**src/rtl/video_integer_scale_cached_if.sv**
```systemverilog
// video_integer_scale_cached_if: downstream and upstream FIFO handshakes of the cached integer scaler
interface video_integer_scale_cached_if #(
  parameter int BITS_PER_PIXEL = 16,
  parameter int REQUEST_BITS = 22
);
  logic downstreamRequestFifoReadEnable;
  logic downstreamRequestFifoEmpty;
  logic [REQUEST_BITS-1:0] downstreamRequestFifoReadData;
  logic downstreamResponseFifoWriteEnable;
  logic downstreamResponseFifoFull;
  logic [BITS_PER_PIXEL-1:0] downstreamResponseFifoWriteData;
  logic upstreamRequestFifoReadEnable;
  logic upstreamRequestFifoEmpty;
  logic [REQUEST_BITS-1:0] upstreamRequestFifoReadData;
  logic upstreamResponseFifoWriteEnable;
  logic upstreamResponseFifoFull;
  logic [BITS_PER_PIXEL-1:0] upstreamResponseFifoWriteData;
  modport master (
    output downstreamRequestFifoReadEnable, downstreamResponseFifoWriteEnable, downstreamResponseFifoWriteData,
    output upstreamRequestFifoEmpty, upstreamRequestFifoReadData, upstreamResponseFifoFull,
    input downstreamRequestFifoEmpty, downstreamRequestFifoReadData, downstreamResponseFifoFull,
    input upstreamRequestFifoReadEnable, upstreamResponseFifoWriteEnable, upstreamResponseFifoWriteData
  );
  modport slave (
    input downstreamRequestFifoReadEnable, downstreamResponseFifoWriteEnable, downstreamResponseFifoWriteData,
    input upstreamRequestFifoEmpty, upstreamRequestFifoReadData, upstreamResponseFifoFull,
    output downstreamRequestFifoEmpty, downstreamRequestFifoReadData, downstreamResponseFifoFull,
    output upstreamRequestFifoReadEnable, upstreamResponseFifoWriteEnable, upstreamResponseFifoWriteData
  );
endinterface

```
**src/rtl/video_integer_scale_cached.sv**
```systemverilog
// video_integer_scale_cached: integer H/V up-scaler with a one-chunk source cache; scanlines optional via SCANLINE_EN
module video_integer_scale_cached #(
  parameter int CHUNK_BITS = 5,
  parameter int SCALE_BITS = 4,
  parameter int BITS_PER_PIXEL = 16,
  parameter int COORD_BITS = 11,
  parameter int REQUEST_BITS = 2 * COORD_BITS
) (
  input logic scalerClock,
  input logic reset,
  input logic [SCALE_BITS-1:0] hScaleFactor,
  input logic [SCALE_BITS-1:0] vScaleFactor,
  input logic [BITS_PER_PIXEL-1:0] backgroundColor,
  input logic hScanlineEnable,
  input logic vScanlineEnable,
  video_integer_scale_cached_if.master bus
);
  localparam int N = 1 << CHUNK_BITS;
  localparam int CW = CHUNK_BITS > $clog2(COORD_BITS) ? CHUNK_BITS : $clog2(COORD_BITS);
  typedef enum logic [2:0] {IDLE, DIVIDE, LOOKUP, REQUEST, FILL, EMIT} scalerState;
  scalerState state, nextState;
  logic [CW-1:0] cnt;
  logic [SCALE_BITS-1:0] hIn, vIn, hF, vF, xRem, yRem, r, cacheH, cacheV;
  logic [SCALE_BITS:0] xTry, yTry;
  logic [COORD_BITS-1:0] xQuo, yQuo;
  logic [REQUEST_BITS-1:0] tag, cacheTag, reqData;
  logic [CHUNK_BITS-1:0] q;
  logic [BITS_PER_PIXEL-1:0] buffer [N];
  logic [BITS_PER_PIXEL-1:0] pixel, wrData;
  logic xFit, yFit, hit, lastCnt, fillWr, emitWr, rWrap;
  logic cacheValid, rdEn, wrEn, reqEmpty, upFull;
  assign hIn = hScaleFactor == '0 ? SCALE_BITS'(1) : hScaleFactor;
  assign vIn = vScaleFactor == '0 ? SCALE_BITS'(1) : vScaleFactor;
  assign xTry = {xRem, xQuo[COORD_BITS-1]};
  assign yTry = {yRem, yQuo[COORD_BITS-1]};
  assign xFit = xTry >= {1'b0, hF};
  assign yFit = yTry >= {1'b0, vF};
  assign tag = REQUEST_BITS'({yQuo, xQuo[COORD_BITS-1:CHUNK_BITS], {CHUNK_BITS{1'b0}}});
  assign hit = cacheValid && cacheTag == tag;
  assign lastCnt = cnt == CW'(N - 1);
  assign fillWr = state == FILL && bus.upstreamResponseFifoWriteEnable && !upFull;
  assign emitWr = state == EMIT && !bus.downstreamResponseFifoFull;
  assign rWrap = r == hF - SCALE_BITS'(1);
`ifdef SCANLINE_EN
  logic vLine;
  assign pixel = (vLine || (hScanlineEnable && hF >= SCALE_BITS'(2) && rWrap)) ? backgroundColor : buffer[q];
`else
  logic unusedScan;
  assign unusedScan = ^{backgroundColor, hScanlineEnable, vScanlineEnable, yRem};
  assign pixel = buffer[q];
`endif
  assign bus.downstreamRequestFifoReadEnable = rdEn;
  assign bus.downstreamResponseFifoWriteEnable = wrEn;
  assign bus.downstreamResponseFifoWriteData = wrData;
  assign bus.upstreamRequestFifoEmpty = reqEmpty;
  assign bus.upstreamRequestFifoReadData = reqData;
  assign bus.upstreamResponseFifoFull = upFull;
  // state register
  always_ff @(posedge scalerClock or negedge reset)
    if (!reset) state <= IDLE;
    else state <= nextState;
  // next-state: pop, divide, cache lookup, fetch, fill, emit
  always_comb begin
    nextState = state;
    case (state)
      IDLE: nextState = rdEn ? DIVIDE : IDLE;
      DIVIDE: nextState = cnt == CW'(COORD_BITS - 1) ? LOOKUP : DIVIDE;
      LOOKUP: nextState = hit ? EMIT : REQUEST;
      REQUEST: nextState = bus.upstreamRequestFifoReadEnable ? FILL : REQUEST;
      FILL: nextState = fillWr && lastCnt ? EMIT : FILL;
      EMIT: nextState = emitWr && lastCnt ? IDLE : EMIT;
      default: nextState = IDLE;
    endcase
  end
  // datapath: request latch, restoring dividers, cache tag, handshake and output registers
  always_ff @(posedge scalerClock or negedge reset) begin
    if (!reset) begin
      cnt <= '0;
      {hF, vF, xRem, yRem, r, cacheH, cacheV} <= '0;
      {xQuo, yQuo, cacheTag, reqData, q, wrData} <= '0;
      {cacheValid, rdEn, wrEn} <= '0;
      reqEmpty <= 1'b1;
      upFull <= 1'b1;
`ifdef SCANLINE_EN
      vLine <= 1'b0;
`endif
    end else begin
      cnt <= state != nextState ? '0 : (state == DIVIDE || fillWr || emitWr) ? cnt + 1'b1 : cnt;
      rdEn <= state == IDLE && !rdEn && !bus.downstreamRequestFifoEmpty;
      wrEn <= emitWr;
      if (emitWr) wrData <= pixel;
      if (state == IDLE && rdEn) begin
        yQuo <= bus.downstreamRequestFifoReadData[2*COORD_BITS-1:COORD_BITS];
        xQuo <= bus.downstreamRequestFifoReadData[COORD_BITS-1:0];
        {xRem, yRem} <= '0;
        hF <= hIn;
        vF <= vIn;
        if (hIn != cacheH || vIn != cacheV) cacheValid <= 1'b0;
      end
      if (state == DIVIDE) begin
        xRem <= xFit ? SCALE_BITS'(xTry - {1'b0, hF}) : xTry[SCALE_BITS-1:0];
        yRem <= yFit ? SCALE_BITS'(yTry - {1'b0, vF}) : yTry[SCALE_BITS-1:0];
        xQuo <= {xQuo[COORD_BITS-2:0], xFit};
        yQuo <= {yQuo[COORD_BITS-2:0], yFit};
      end
      if (state == LOOKUP) begin
        q <= xQuo[CHUNK_BITS-1:0];
        r <= xRem;
`ifdef SCANLINE_EN
        vLine <= vScanlineEnable && vF >= SCALE_BITS'(2) && yRem == vF - SCALE_BITS'(1);
`endif
        if (!hit) begin
          reqEmpty <= 1'b0;
          reqData <= tag;
        end
      end
      if (state == REQUEST && bus.upstreamRequestFifoReadEnable) begin
        reqEmpty <= 1'b1;
        upFull <= 1'b0;
      end
      if (fillWr && lastCnt) begin
        upFull <= 1'b1;
        cacheValid <= 1'b1;
        cacheTag <= tag;
        cacheH <= hF;
        cacheV <= vF;
      end
      if (emitWr) begin
        r <= rWrap ? '0 : r + 1'b1;
        q <= rWrap ? q + 1'b1 : q;
      end
    end
  end
  // source chunk storage; contents are only trusted while cacheValid
  always_ff @(posedge scalerClock)
    if (fillWr) buffer[cnt[CHUNK_BITS-1:0]] <= bus.upstreamResponseFifoWriteData;
endmodule

```
**src/flat_wrapper.sv**
```systemverilog
// flat-port wrapper written by rule: the top's interface ports become plain ports
module video_integer_scale_cached_flat 
#(
  parameter int CHUNK_BITS = 5,
  parameter int SCALE_BITS = 4,
  parameter int BITS_PER_PIXEL = 16,
  parameter int COORD_BITS = 11,
  parameter int REQUEST_BITS = 2 * COORD_BITS
)
  (scalerClock, reset, hScaleFactor, vScaleFactor, backgroundColor, hScanlineEnable, vScanlineEnable, bus_downstreamRequestFifoReadEnable, bus_downstreamResponseFifoWriteEnable, bus_downstreamResponseFifoWriteData, bus_upstreamRequestFifoEmpty, bus_upstreamRequestFifoReadData, bus_upstreamResponseFifoFull, bus_downstreamRequestFifoEmpty, bus_downstreamRequestFifoReadData, bus_downstreamResponseFifoFull, bus_upstreamRequestFifoReadEnable, bus_upstreamResponseFifoWriteEnable, bus_upstreamResponseFifoWriteData);
  video_integer_scale_cached_if #(.BITS_PER_PIXEL(BITS_PER_PIXEL), .REQUEST_BITS(REQUEST_BITS)) bus_i ();
  input logic scalerClock;
  input logic reset;
  input logic [SCALE_BITS-1:0] hScaleFactor;
  input logic [SCALE_BITS-1:0] vScaleFactor;
  input logic [BITS_PER_PIXEL-1:0] backgroundColor;
  input logic hScanlineEnable;
  input logic vScanlineEnable;
  output wire logic [$bits(bus_i.downstreamRequestFifoReadEnable)-1:0] bus_downstreamRequestFifoReadEnable;
  output wire logic [$bits(bus_i.downstreamResponseFifoWriteEnable)-1:0] bus_downstreamResponseFifoWriteEnable;
  output wire logic [$bits(bus_i.downstreamResponseFifoWriteData)-1:0] bus_downstreamResponseFifoWriteData;
  output wire logic [$bits(bus_i.upstreamRequestFifoEmpty)-1:0] bus_upstreamRequestFifoEmpty;
  output wire logic [$bits(bus_i.upstreamRequestFifoReadData)-1:0] bus_upstreamRequestFifoReadData;
  output wire logic [$bits(bus_i.upstreamResponseFifoFull)-1:0] bus_upstreamResponseFifoFull;
  input wire logic [$bits(bus_i.downstreamRequestFifoEmpty)-1:0] bus_downstreamRequestFifoEmpty;
  input wire logic [$bits(bus_i.downstreamRequestFifoReadData)-1:0] bus_downstreamRequestFifoReadData;
  input wire logic [$bits(bus_i.downstreamResponseFifoFull)-1:0] bus_downstreamResponseFifoFull;
  input wire logic [$bits(bus_i.upstreamRequestFifoReadEnable)-1:0] bus_upstreamRequestFifoReadEnable;
  input wire logic [$bits(bus_i.upstreamResponseFifoWriteEnable)-1:0] bus_upstreamResponseFifoWriteEnable;
  input wire logic [$bits(bus_i.upstreamResponseFifoWriteData)-1:0] bus_upstreamResponseFifoWriteData;
  assign bus_downstreamRequestFifoReadEnable = bus_i.downstreamRequestFifoReadEnable;
  assign bus_downstreamResponseFifoWriteEnable = bus_i.downstreamResponseFifoWriteEnable;
  assign bus_downstreamResponseFifoWriteData = bus_i.downstreamResponseFifoWriteData;
  assign bus_upstreamRequestFifoEmpty = bus_i.upstreamRequestFifoEmpty;
  assign bus_upstreamRequestFifoReadData = bus_i.upstreamRequestFifoReadData;
  assign bus_upstreamResponseFifoFull = bus_i.upstreamResponseFifoFull;
  assign bus_i.downstreamRequestFifoEmpty = bus_downstreamRequestFifoEmpty;
  assign bus_i.downstreamRequestFifoReadData = bus_downstreamRequestFifoReadData;
  assign bus_i.downstreamResponseFifoFull = bus_downstreamResponseFifoFull;
  assign bus_i.upstreamRequestFifoReadEnable = bus_upstreamRequestFifoReadEnable;
  assign bus_i.upstreamResponseFifoWriteEnable = bus_upstreamResponseFifoWriteEnable;
  assign bus_i.upstreamResponseFifoWriteData = bus_upstreamResponseFifoWriteData;
  video_integer_scale_cached #(.CHUNK_BITS(CHUNK_BITS), .SCALE_BITS(SCALE_BITS), .BITS_PER_PIXEL(BITS_PER_PIXEL), .COORD_BITS(COORD_BITS), .REQUEST_BITS(REQUEST_BITS)) u_core (.scalerClock(scalerClock), .reset(reset), .hScaleFactor(hScaleFactor), .vScaleFactor(vScaleFactor), .backgroundColor(backgroundColor), .hScanlineEnable(hScanlineEnable), .vScanlineEnable(vScanlineEnable), .bus(bus_i));
endmodule
```
**config.mk**
```make
export PLATFORM = sky130hd
export DESIGN_NAME = video_integer_scale_cached_flat
export DESIGN_NICKNAME = d
export VERILOG_FILES = /design/src/rtl/video_integer_scale_cached_if.sv /design/src/rtl/video_integer_scale_cached.sv /design/src/flat_wrapper.sv
export SDC_FILE = /design/constraint.sdc
export NUM_CORES = 1
export LEC_CHECK = 0
export CAP_MARGIN = 20
export CORE_ASPECT_RATIO = 1.4
export CORE_MARGIN = 2
export CORE_UTILIZATION = 54
export DETAILED_ROUTE_END_ITERATION = 7
export HOLD_SLACK_MARGIN = 0.03
export PLACE_DENSITY = 0.81
export SLEW_MARGIN = 15
export SYNTH_ARGS = -nofsm -noshare
export SYNTH_HDL_FRONTEND = slang
export SYNTH_SLANG_ARGS = --single-unit
```
**constraint.sdc**
```tcl
create_clock -name scalerClock -period 2.1 [get_ports scalerClock]
set_input_delay 0.63 -clock scalerClock [delete_from_list [all_inputs] [get_ports scalerClock]]
set_output_delay 0.63 -clock scalerClock [all_outputs]
set_load 0.03 [all_outputs]
```
After elaboration in Yosys (flattened, before gate mapping)
Memory sizes are Yosys's and may differ from the RTL's. A register that Yosys moved wholly into a read port is not among the register bits.
Cells that the tools add are included.
{"block": "totals", "n_memories": 1, "input_bits": 70, "mem_bits_rw": 512, "ff_bits": 102, "word_cells": 111, "out_inout_bits": 42}
{"block": "op_classes", "add_sub_neg": 6, "n_eq_ne": 14, "reduce_logical": 32, "n_bitwise": 1, "n_lt_le_gt_ge": 2, "muxes": 36}
{"memory": "u_core.buffer", "words": 32, "word_bits": 16, "rd": 1, "rd_ports_with_merged_regs": 1, "write_ports": 1, "line_no": "video_integer_scale_cached.sv:28", "rtl": "logic [BITS_PER_PIXEL-1:0] buffer [N];"}
{"op": "11-bit two-way mux", "count": 4}
{"op": "4-bit two-way mux", "count": 10}
{"op": "5-bit two-way mux", "count": 5}
{"op": "3-bit one-hot mux with 6 select lines", "count": 1}
{"op": "17-bit == test", "count": 1}
{"op": "2-bit nonzero test", "count": 7}
{"op": "1-bit two-way mux", "count": 12}
{"op": "5-bit by 1-bit adder with 5-bit output, second input constant", "count": 2}
{"op": "5-bit by 4-bit greater-or-equal comparator with 1-bit output", "count": 2}
{"op": "1-bit logical AND", "count": 10}
{"op": "3-bit two-way mux", "count": 3}
{"op": "4-bit logical NOT", "count": 2}
{"op": "4-bit != test", "count": 2}
{"op": "2-bit AND reduction", "count": 4}
{"op": "4-bit subtractor", "count": 2}
{"op": "3-bit by 2-bit == test with 1-bit output, second input constant", "count": 2}
{"op": "3-bit == test, second input constant", "count": 2}
{"op": "5-bit by 4-bit == test with 1-bit output, second input constant", "count": 1}
{"op": "5-bit == test, second input constant", "count": 1}
{"op": "1-bit logical NOT", "count": 5}
{"op": "4-bit by 1-bit adder with 4-bit output, second input constant", "count": 1}
{"op": "4-bit == test", "count": 1}
{"op": "2-bit != test, second input constant", "count": 2}
{"op": "4-bit by 1-bit subtractor with 4-bit output, second input constant", "count": 1}
{"op": "other kinds (6)", "count": 8}

Longest topological paths before layout
Gate-level depths: netlist of the first run.
{"block": "logic_depth", "word_depth": 8, "depth_mapped": 10, "ltp_nobuf": 9}

Worst setup path after synthesis of the first run
No wires, ideal clock.
{"block": "synth_path", "path_type": "reg-to-reg", "startpoint": "register u_core.state[0]", "endpoint": "memory u_core.buffer[28][0] (enable)", "slack_ns": -0.193, "period_less_slack_ns": 2.293, "setup_time_ns": 0.388, "n_path_buf": 1, "stages_incl_launch_ff": 5, "t_required_ns": 1.712, "arrival_time_ns": 1.904, "cell_sequence": "dfrtp_1 clkbuf_1 nor4b_4 nand2_1 nor2_1"}
{"block": "synth_via", "elab_chain_len": 5}
{"item": "start, declared", "line_no": "video_integer_scale_cached.sv:21", "rtl": "scalerState state, nextState;"}
{"item": "start signal, assigned", "line_no": "video_integer_scale_cached.sv:61", "rtl": "else state <= nextState;"}
{"item": "3-bit == test", "line_no": "video_integer_scale_cached.sv:41", "rtl": "assign fillWr = state == FILL && bus.upstreamResponseFifoWriteEnable && !upFull;"}
{"item": "1-bit logical AND (2 in a row)", "line_no": "video_integer_scale_cached.sv:41"}
{"item": "1-bit two-way mux", "line_no": "video_integer_scale_cached.sv:136", "rtl": "if (fillWr) buffer[cnt[CHUNK_BITS-1:0]] <= bus.upstreamResponseFifoWriteData;"}
{"item": "1-bit two-way mux (not written as such)", "line_no": "video_integer_scale_cached.sv:136"}
{"item": "end, declared", "line_no": "video_integer_scale_cached.sv:28"}
Every way passes these cells.

==> results of run 1 <==
flip-flops by register name, indices dropped and copies added, names as in the netlist, 3 cells and up:
| name | cells |
|---|---|
| u_core.hF | 4 |
| u_core.xRem | 4 |
| u_core.r | 4 |
| u_core.cnt | 5 |
| u_core.cacheTag | 17 |
| u_core.vF | 4 |
| u_core.cacheV | 4 |
| u_core.bus.downstreamResponseFifoWriteData | 16 |
| u_core.cacheH | 4 |
| u_core.buffer | 512 |
| u_core.yRem | 4 |
| u_core.q | 5 |
| u_core.bus.upstreamRequestFifoReadData | 17 |
| u_core.xQuo | 11 |
| u_core.yQuo | 11 |
| u_core.state | 3 |
layout make-up:
type / count / area share, %
Timing Repair Buffer: 281 / 9.91
Tap cell: 624 / 2.49
Multi-Input combinational cell: 741 / 22.9
Clock inverter: 39 / 1.16
Clock buffer: 66 / 4.70
Inverter: 22 / 0.272
Sequential cell: 630 / 58.6
Yosys cell counts (2+ instances only):
| master | instances |
|---|---|
| edfxtp_1 | 512 |
| dfrtp_1 | 116 |
| mux2i_1 | 105 |
| nor2_1 | 90 |
| mux4_2 | 80 |
| nand2_1 | 78 |
| mux2_2 | 58 |
| o21ai_0 | 46 |
| clkbuf_1 | 40 |
| a221oi_1 | 32 |
| nand3_1 | 28 |
| o22ai_1 | 24 |
| inv_1 | 21 |
| o21ai_1 | 20 |
| xnor2_1 | 20 |
| a22o_1 | 16 |
| ha_1 | 16 |
| o221ai_1 | 16 |
| xor2_1 | 16 |
| buf_2 | 13 |
| buf_4 | 13 |
| mux2_4 | 9 |
| nand4_1 | 9 |
| a21oi_1 | 8 |
| buf_6 | 8 |
| nor3_1 | 7 |
| buf_1 | 6 |
| and3_1 | 4 |
| nor2b_1 | 4 |
| nor3b_1 | 4 |
| nor4_1 | 4 |
| or3_1 | 4 |
| a21o_1 | 3 |
| a22oi_1 | 3 |
| a31oi_1 | 3 |
| and2_1 | 3 |
| buf_12 | 3 |
| nand2b_1 | 3 |
| nand3b_1 | 3 |
| a21boi_0 | 2 |
| a221o_1 | 2 |
| dfstp_2 | 2 |
| fa_1 | 2 |
| or2_2 | 2 |
timing repair:
| item | 4_1_cts | 5_1_grt |
|---|---|---|
| endpoints found under the setup margin | 58 | 556 |
| setup buffers | 8 | 15 |
| gates cloned | 11 | 1 |
| endpoints found under the hold margin | 23 | 0 |
| pin swaps | 15 | 25 |
| gates resized for setup | 154 | 48 |
| hold buffers | 1 | 0 |
worst reg2reg max path, cell delays in order, from the launching register on:
cell and delay [ps]:
dfrtp_4 540, buf_16 180, bufbuf_16 290, mux2i_1 140, a221oi_2 440, o21ai_2 150
nand3_4 130, o221ai_2 120, o21ai_1 180
stage by stage:
step | cell area, µm² | util [%] | setup TNS (ps) | hold WS, ps | setup WS (ps)
2_1_floorplan | 25500 | - | -96050 | 334 | -193
3_3_place_gp | 28400 | 60.6 | -165760 | 462 | -356
3_5_place_dp | 28400 | 60.6 | -173950 | 475 | -440
4_1_cts | 31100 | 66.4 | -870 | 477 | -86.9
5_1_grt | 31300 | 66.9 | -2030 | 508 | -150
6_report | 31300 | 66.9 | -1360 | 481 | -135
worst max path at each step:
stage / from / to / slack [ps] / cells past startpoint
4_1_cts: u_core.q[0]$_DFFE_PN0P_ / u_core.bus.downstreamResponseFifoWriteData[8]$_DFFE_PN0P_ / -90 / 9
6_report: u_core.q[0]$_DFFE_PN0P_ / u_core.bus.downstreamResponseFifoWriteData[0]$_DFFE_PN0P_ / -140 / 8
5_1_grt: u_core.q[0]$_DFFE_PN0P_ / u_core.bus.downstreamResponseFifoWriteData[9]$_DFFE_PN0P_ / -150 / 8
2_1_floorplan: u_core.state[0]$_DFF_PN0_ / u_core.buffer[28][0]$_DFFE_PP_ / -190 / 4
3_5_place_dp: bus_upstreamResponseFifoWriteEnable / u_core.buffer[20][15]$_DFFE_PP_ / -440 / 6
3_3_place_gp: bus_upstreamResponseFifoWriteEnable / u_core.buffer[20][11]$_DFFE_PP_ / -360 / 6
layer usage:
| metal | part of all wire [%] | up-vias | global-route usage, % | wire length [µm] |
|---|---|---|---|---|
| met5 | 0.018 | - | 0 | 12 |
| met4 | 6.3 | 2 | 14.6 | 4260 |
| met3 | 7.8 | 219 | 4.34 | 5310 |
| met2 | 52 | 970 | 48.2 | 35100 |
| met1 | 34 | 7732 | 32.0 | 23100 |
| li1 | - | 6294 | - | - |
kinds of logic after synthesis:
logic type | Yosys count | synth area share, %
other | 1 | 0.0147
xor gates and xnor gates | 36 | 1.24
and+or+nand+nor | 250 | 4.55
buffers and inverters | 105 | 2.24
muxes | 252 | 14.3
DFF | 630 | 71.9
AOI/OAI and AO/OA | 180 | 4.80
adders and majority gates | 18 | 0.943
power breakdown:
group,total (mW),switching [mW],internal [mW],leakage [nW]
Sequential,14.6,0.533,14.1,6.11
Combinational,7.39,4.10,3.29,4.55
Clock,10.3,4.69,5.65,0.876
==> metrics.yaml, run 1 <==
synth_top_area_share_pct: 60.3
worstPathCellList: "buf_16, bufbuf_16, mux2i_1, a221oi_2, o21ai_2, nand3_4, o221ai_2, o21ai_1"
timing.rr.end: "u_core.bus.downstreamResponseFifoWriteData[0]$_DFFE_PN0P_"
drcViolationCount: 0
async_reset_ff_share_pct: 18.7
synthCells: 1472
syn-cell-area_um2: 25500
fin_nets: 1820
fp.dieW_um: 188
max_stage_delay_ps: 540
drive_above_1_share_pct: 29.7
finalCriticalPeriod_ps: 2240
cts-root-buf: "clkbuf_16"
gp_congestion: 0.897
seq_area_um2: 18300
area_growth_pct: 22.9
cts_buffers: 56
critPathKind: "reg -> reg"
violations: "negative setup slack"
htree_levels: 2
min_path_type: "in -> async"
power_mw: 32.4
arrival_ps: 2770
fmax_ghz: 0.447
finalHoldViolations: 0
overflow: 0
core_area_um2: 46800
yosys.area.top_type: "edfxtp_1"
rows: 94
rsz0062_at_grt: "yes"
clkTransAtPathRegs_ps: 70
period_share_pct: 106
die_y_um: 261
stdcell_count: 2403
crit_path_start_kind: "register"
drtAntennaViolNets: 0
ys_types: 58
synth.yosys.seq_area_share_pct: 71.9
gr-usage-all-layers_pct: 27.2
io_pins: 112
drtPass1Iterations: 7
synth_edf_count: 512
via_per_inst: 6.33
num_vias: 15200
setup_ws_ps: -135
status: "finished, violations left"
synth-seq-cells: 630
diodes: 0
worstSkewPairLatency_ps: 610
cts_tree: "yes"
setup_viol: 16
antenna_found_initial: 1
drtIter0Drc: 1492
cpMaxStageDelayCell: "dfrtp_4"
io_buffers: 88
final_common_cell: "edfxtp_1"
synth_area_per_cell_um2: 17.3
synthTopCellsByArea: "edfxtp_1 60%, dfrtp_1 11%, mux4_2 7.1%, mux2i_1 4.1%, mux2_2 2.6%"
max-slew-margin-rel_pct: 52.4
cp_max_fo: 12
ir_drop_mv: 0.721
multi_input_comb_area_um2: 7170
grt_pass1_wl_um: 97900
drt_wl_total_um: 67700
crit_family: "compound AO/OA/AOI/OAI gates"
path_buf_inv: 2
worst_pin_slew_ps: 713
r2r_cells: 8
ys.flop_type: "edfxtp_1"
clock-sinks: 630
wire_per_inst_um: 28.2
crit_required_ps: 2640
grt_pass1_vias: 15500
placed_cells: 2264
fillCellCount: 2926
p_per_area_nw_per_um2: 1030
drv_slew: 0
grt_max_degree: 45
rrSetupSlack_ps: -140
hpwl_um: 37000
p_leak_nw: 11.5
start_util_pct: 54.4
dieArea_um2: 49000
clock_skew_ps: 28.0
yosysWarnings: 0
r2r-start: "u_core.q[0]$_DFFE_PN0P_"
layout_common_cells: "512 x edfxtp_1, 134 x buf_4, 111 x dfrtp_1"
crit_path_end_kind: "register"
drv_cap: 0
cts.path.max_buffers: 3
(Power assumes the default switching activity.)
==> run 2, diff against run 1 <==
Settings changed: CORE_MARGIN 2 to 8.
==> run 2 against run 1 <==
Against the previous run: the run still ends with negative setup slack left; critical path depth rose by 1; sequential share of layout area rose by 0.24 points; power fell by 2.4%; clock power fell by 4%; via count fell by 1.9%; clock skew fell by 8.6 ps; design area fell by 0.42%; maximum frequency fell by 0.96%; worst hold slack got worse by 25 ps; sequential cell count did not move; clock-buffer cell count rose by 7; global-route usage fell by 4.9 points; critical endpoint is now u_core.bus.downstreamResponseFifoWriteData[12]$_DFFE_PN0P_; largest cell class unchanged; largest power group unchanged; highest routed layer is now met4.
==> metrics.yaml, run 2 (synthesized netlist as in run 1, its figures left out) <==
status: "finished, violations left"  # unchanged
violations: "negative setup slack"  # unchanged
crit_family: "multiplexers"  # was compound AO/OA/AOI/OAI gates
clock-sinks: 630  # unchanged
pwr-share-comb_pct: 22.8  # about the same
rows: 94  # unchanged
drive_above_1_share_pct: 30.0  # was 29.7%
finalHoldViolations: 0  # unchanged
clkPwrFrac_pct: 31.2  # was 32.0%
grt_pass1_vias: 15200  # was 15500
preCtsSetupSlack_ps: -416  # was -440 ps
final_common_cell: "edfxtp_1"  # unchanged
antenna_found_initial: 0  # was 1
fillCellCount: 2971  # was 2926
wire_per_inst_um: 26.1  # was 28.2 µm
grt_pass1_wl_um: 91600  # was 97900 µm
die_y_um: 273  # was 261 µm
cts_tree: "yes"  # unchanged
area_growth_pct: 22.4  # was 22.9%
intPower_mw: 22.8  # was 23.0 mW
hold_slack_ps: 456  # was 481 ps
drtAntennaViolNets: 0  # unchanged
num_vias: 14900  # was 15200
worstSkewPairLatency_ps: 600  # was 610 ps
drtPass1Iterations: 5  # was 7
p_per_area_nw_per_um2: 1010  # was 1030 nW/µm²
diodes: 0  # unchanged
via_per_inst: 6.16  # was 6.33
pwr-share-seq_pct: 46.0  # was 45.2%
swShare_pct: 27.9  # was 28.8%
htree_levels: 2  # unchanged
cp_max_fo: 8  # was 12
max_stage_delay_ps: 510  # was 540 ps
ir_drop_mv: 0.661  # was 0.721 mV
utilization_pct: 66.6  # was 66.9%
crit_path_end_kind: "register"  # unchanged
critPathKind: "reg -> reg"  # unchanged
clock_skew_ps: 19.3  # was 28.0 ps
io_buffers: 88  # unchanged
r2r-start: "u_core.q[0]$_DFFE_PN0P_"  # unchanged
cts.path.max_buffers: 3  # unchanged
grt_max_degree: 69  # was 45
drv_slew: 0  # unchanged
clkTransAtPathRegs_ps: 60  # was 70 ps
drv_cap: 0  # unchanged
largest_reg_flops: 512  # unchanged
setup_ws_ps: -157  # was -135 ps
period_share_pct: 107  # was 106%
path_buf_inv: 3  # was 2
gp_congestion: 0.876  # was 0.897
start_util_pct: 54.4  # unchanged
hpwl_um: 37900  # was 37000 µm
drt_wl_total_um: 63200  # was 67700 µm
crit_path_start_kind: "register"  # unchanged
arrival_ps: 2730  # was 2770 ps
cts_buffers: 56  # unchanged
switching_power_mw: 8.83  # was 9.32 mW
seq_area_um2: 18300  # about the same
min_path_type: "in -> async"  # unchanged
fp.dieW_um: 200  # was 188 µm
cpMaxStageDelayCell: "dfrtp_4"  # unchanged
dieArea_um2: 54500  # was 49000 µm²
drcViolationCount: 0  # unchanged
finalCriticalPeriod_ps: 2260  # was 2240 ps
cts-root-buf: "clkbuf_16"  # unchanged
cp-startpoint: "u_core.q[0]$_DFFE_PN0P_"  # unchanged
max-slew-margin-rel_pct: 58.3  # was 52.4%
fin_nets: 1841  # was 1820
worst_pin_slew_ps: 624  # was 713 ps
core_area_um2: 46800  # unchanged
rsz0062_at_grt: "yes"  # unchanged
p_leak_nw: 11.5  # about the same
drtIter0Drc: 1747  # was 1492
multi_input_comb_area_um2: 7050  # was 7170 µm²
setup_viol: 15  # was 16
overflow: 0  # unchanged
fmax_ghz: 0.443  # was 0.447 GHz
gr-usage-all-layers_pct: 22.2  # was 27.2%
crit_required_ps: 2570  # was 2640 ps
layout_common_cells: "512 x edfxtp_1, 139 x buf_4, 113 x dfrtp_1"  # was 512 x edfxtp_1, 134 x buf_4, 111 x dfrtp_1
io_pins: 112  # unchanged
worstPathCellList: "buf_12, buf_16, buf_4, mux4_2, mux2_2, nand2_1, nand3_1, o221ai_1, o21ai_1"  # was buf_16, bufbuf_16, mux2i_1, a221oi_2, o21ai_2, nand3_4, o221ai_2, o21ai_1
[run 2: cell count changes in the layout (fill, tap and decap cells not counted), moves of 7 or more]
cell | before | now
nor2_1 | 89 | 59
nor2_2 | 2 | 26
buf_6 | 2 | 24
mux2_2 | 36 | 51
mux2_4 | 31 | 16
a221oi_1 | 7 | 16
a221oi_2 | 24 | 15
buf_16 | 13 | 4
clkbuf_1 | 8 | 16
nand2_1 | 64 | 72
o221ai_2 | 14 | 6
nand3_1 | 13 | 20
o221ai_1 | 2 | 9
[run 2: worst paths after layout]
check	depth (start not counted)	to	slack, ps
setup / recovery	9	u_core.bus.downstreamResponseFifoWriteData[12]$_DFFE_PN0P_	-160
hold / removal	2	u_core.cacheV[3]$_DFFE_PN0N_	460
setup reg to reg	9	u_core.bus.downstreamResponseFifoWriteData[12]$_DFFE_PN0P_	-160
hold reg to reg	2	u_core.bus.downstreamResponseFifoWriteData[6]$_DFFE_PN0P_	480
max in group asynchronous	3	u_core.bus.upstreamRequestFifoEmpty$_DFFE_PN1P_	960
min in group scalerClock	2	u_core.bus.downstreamResponseFifoWriteData[6]$_DFFE_PN0P_	480
[run 2: layer usage]
metal | track usage [%] | up-vias | wire, µm
li1 | - | 6348 | -
met1 | 26.5 | 7534 | 22200
met2 | 38.0 | 844 | 32300
met3 | 3.90 | 199 | 4870
met4 | 12.0 | 0 | 3830
met5 | 0 | - | 0
[run 2: power groups by stage]
stage / Sequential (mW) / Clock, mW / Combinational (mW)
finish: 14.5 / 9.87 / 7.20
global route: 14.6 / 10.4 / 7.58
CTS: 14.5 / 9.93 / 6.80
detailed placement: 14.8 / 0 / 6.49
global placement: 14.7 / 0 / 6.28
floorplan: 15.0 / 0 / 3.36
[run 2: timing repair]
item,CTS,global route
hold endpoints to repair,16,0
hold buffers,1,0
cloned,4,5
endpoints found under the setup margin,88,250
buffers inserted,9,6
resized for setup,105,102
pin swaps,9,23
[run 2: through the flow]
step	TNS [ps]	power, mW	area [µm²]	std cells
detailed placement	-174450	21.3	28600	2296
finish	-1310	31.6	31200	2423
global route	-4720	32.6	31200	2423
CTS	-1370	31.2	30700	2413
global placement	-151700	21.0	28600	2295
floorplan	-96050	18.4	25500	1476
[run 2: final cells by class]
class | instances | share of cell area [%]
clock buffers | 73 | 4.77
clock inverters | 31 | 0.811
inverters | 22 | 0.273
multi-input cells | 741 | 22.6
flip-flops and latches | 630 | 58.8
well taps | 624 | 2.50
repair buffers | 302 | 10.2
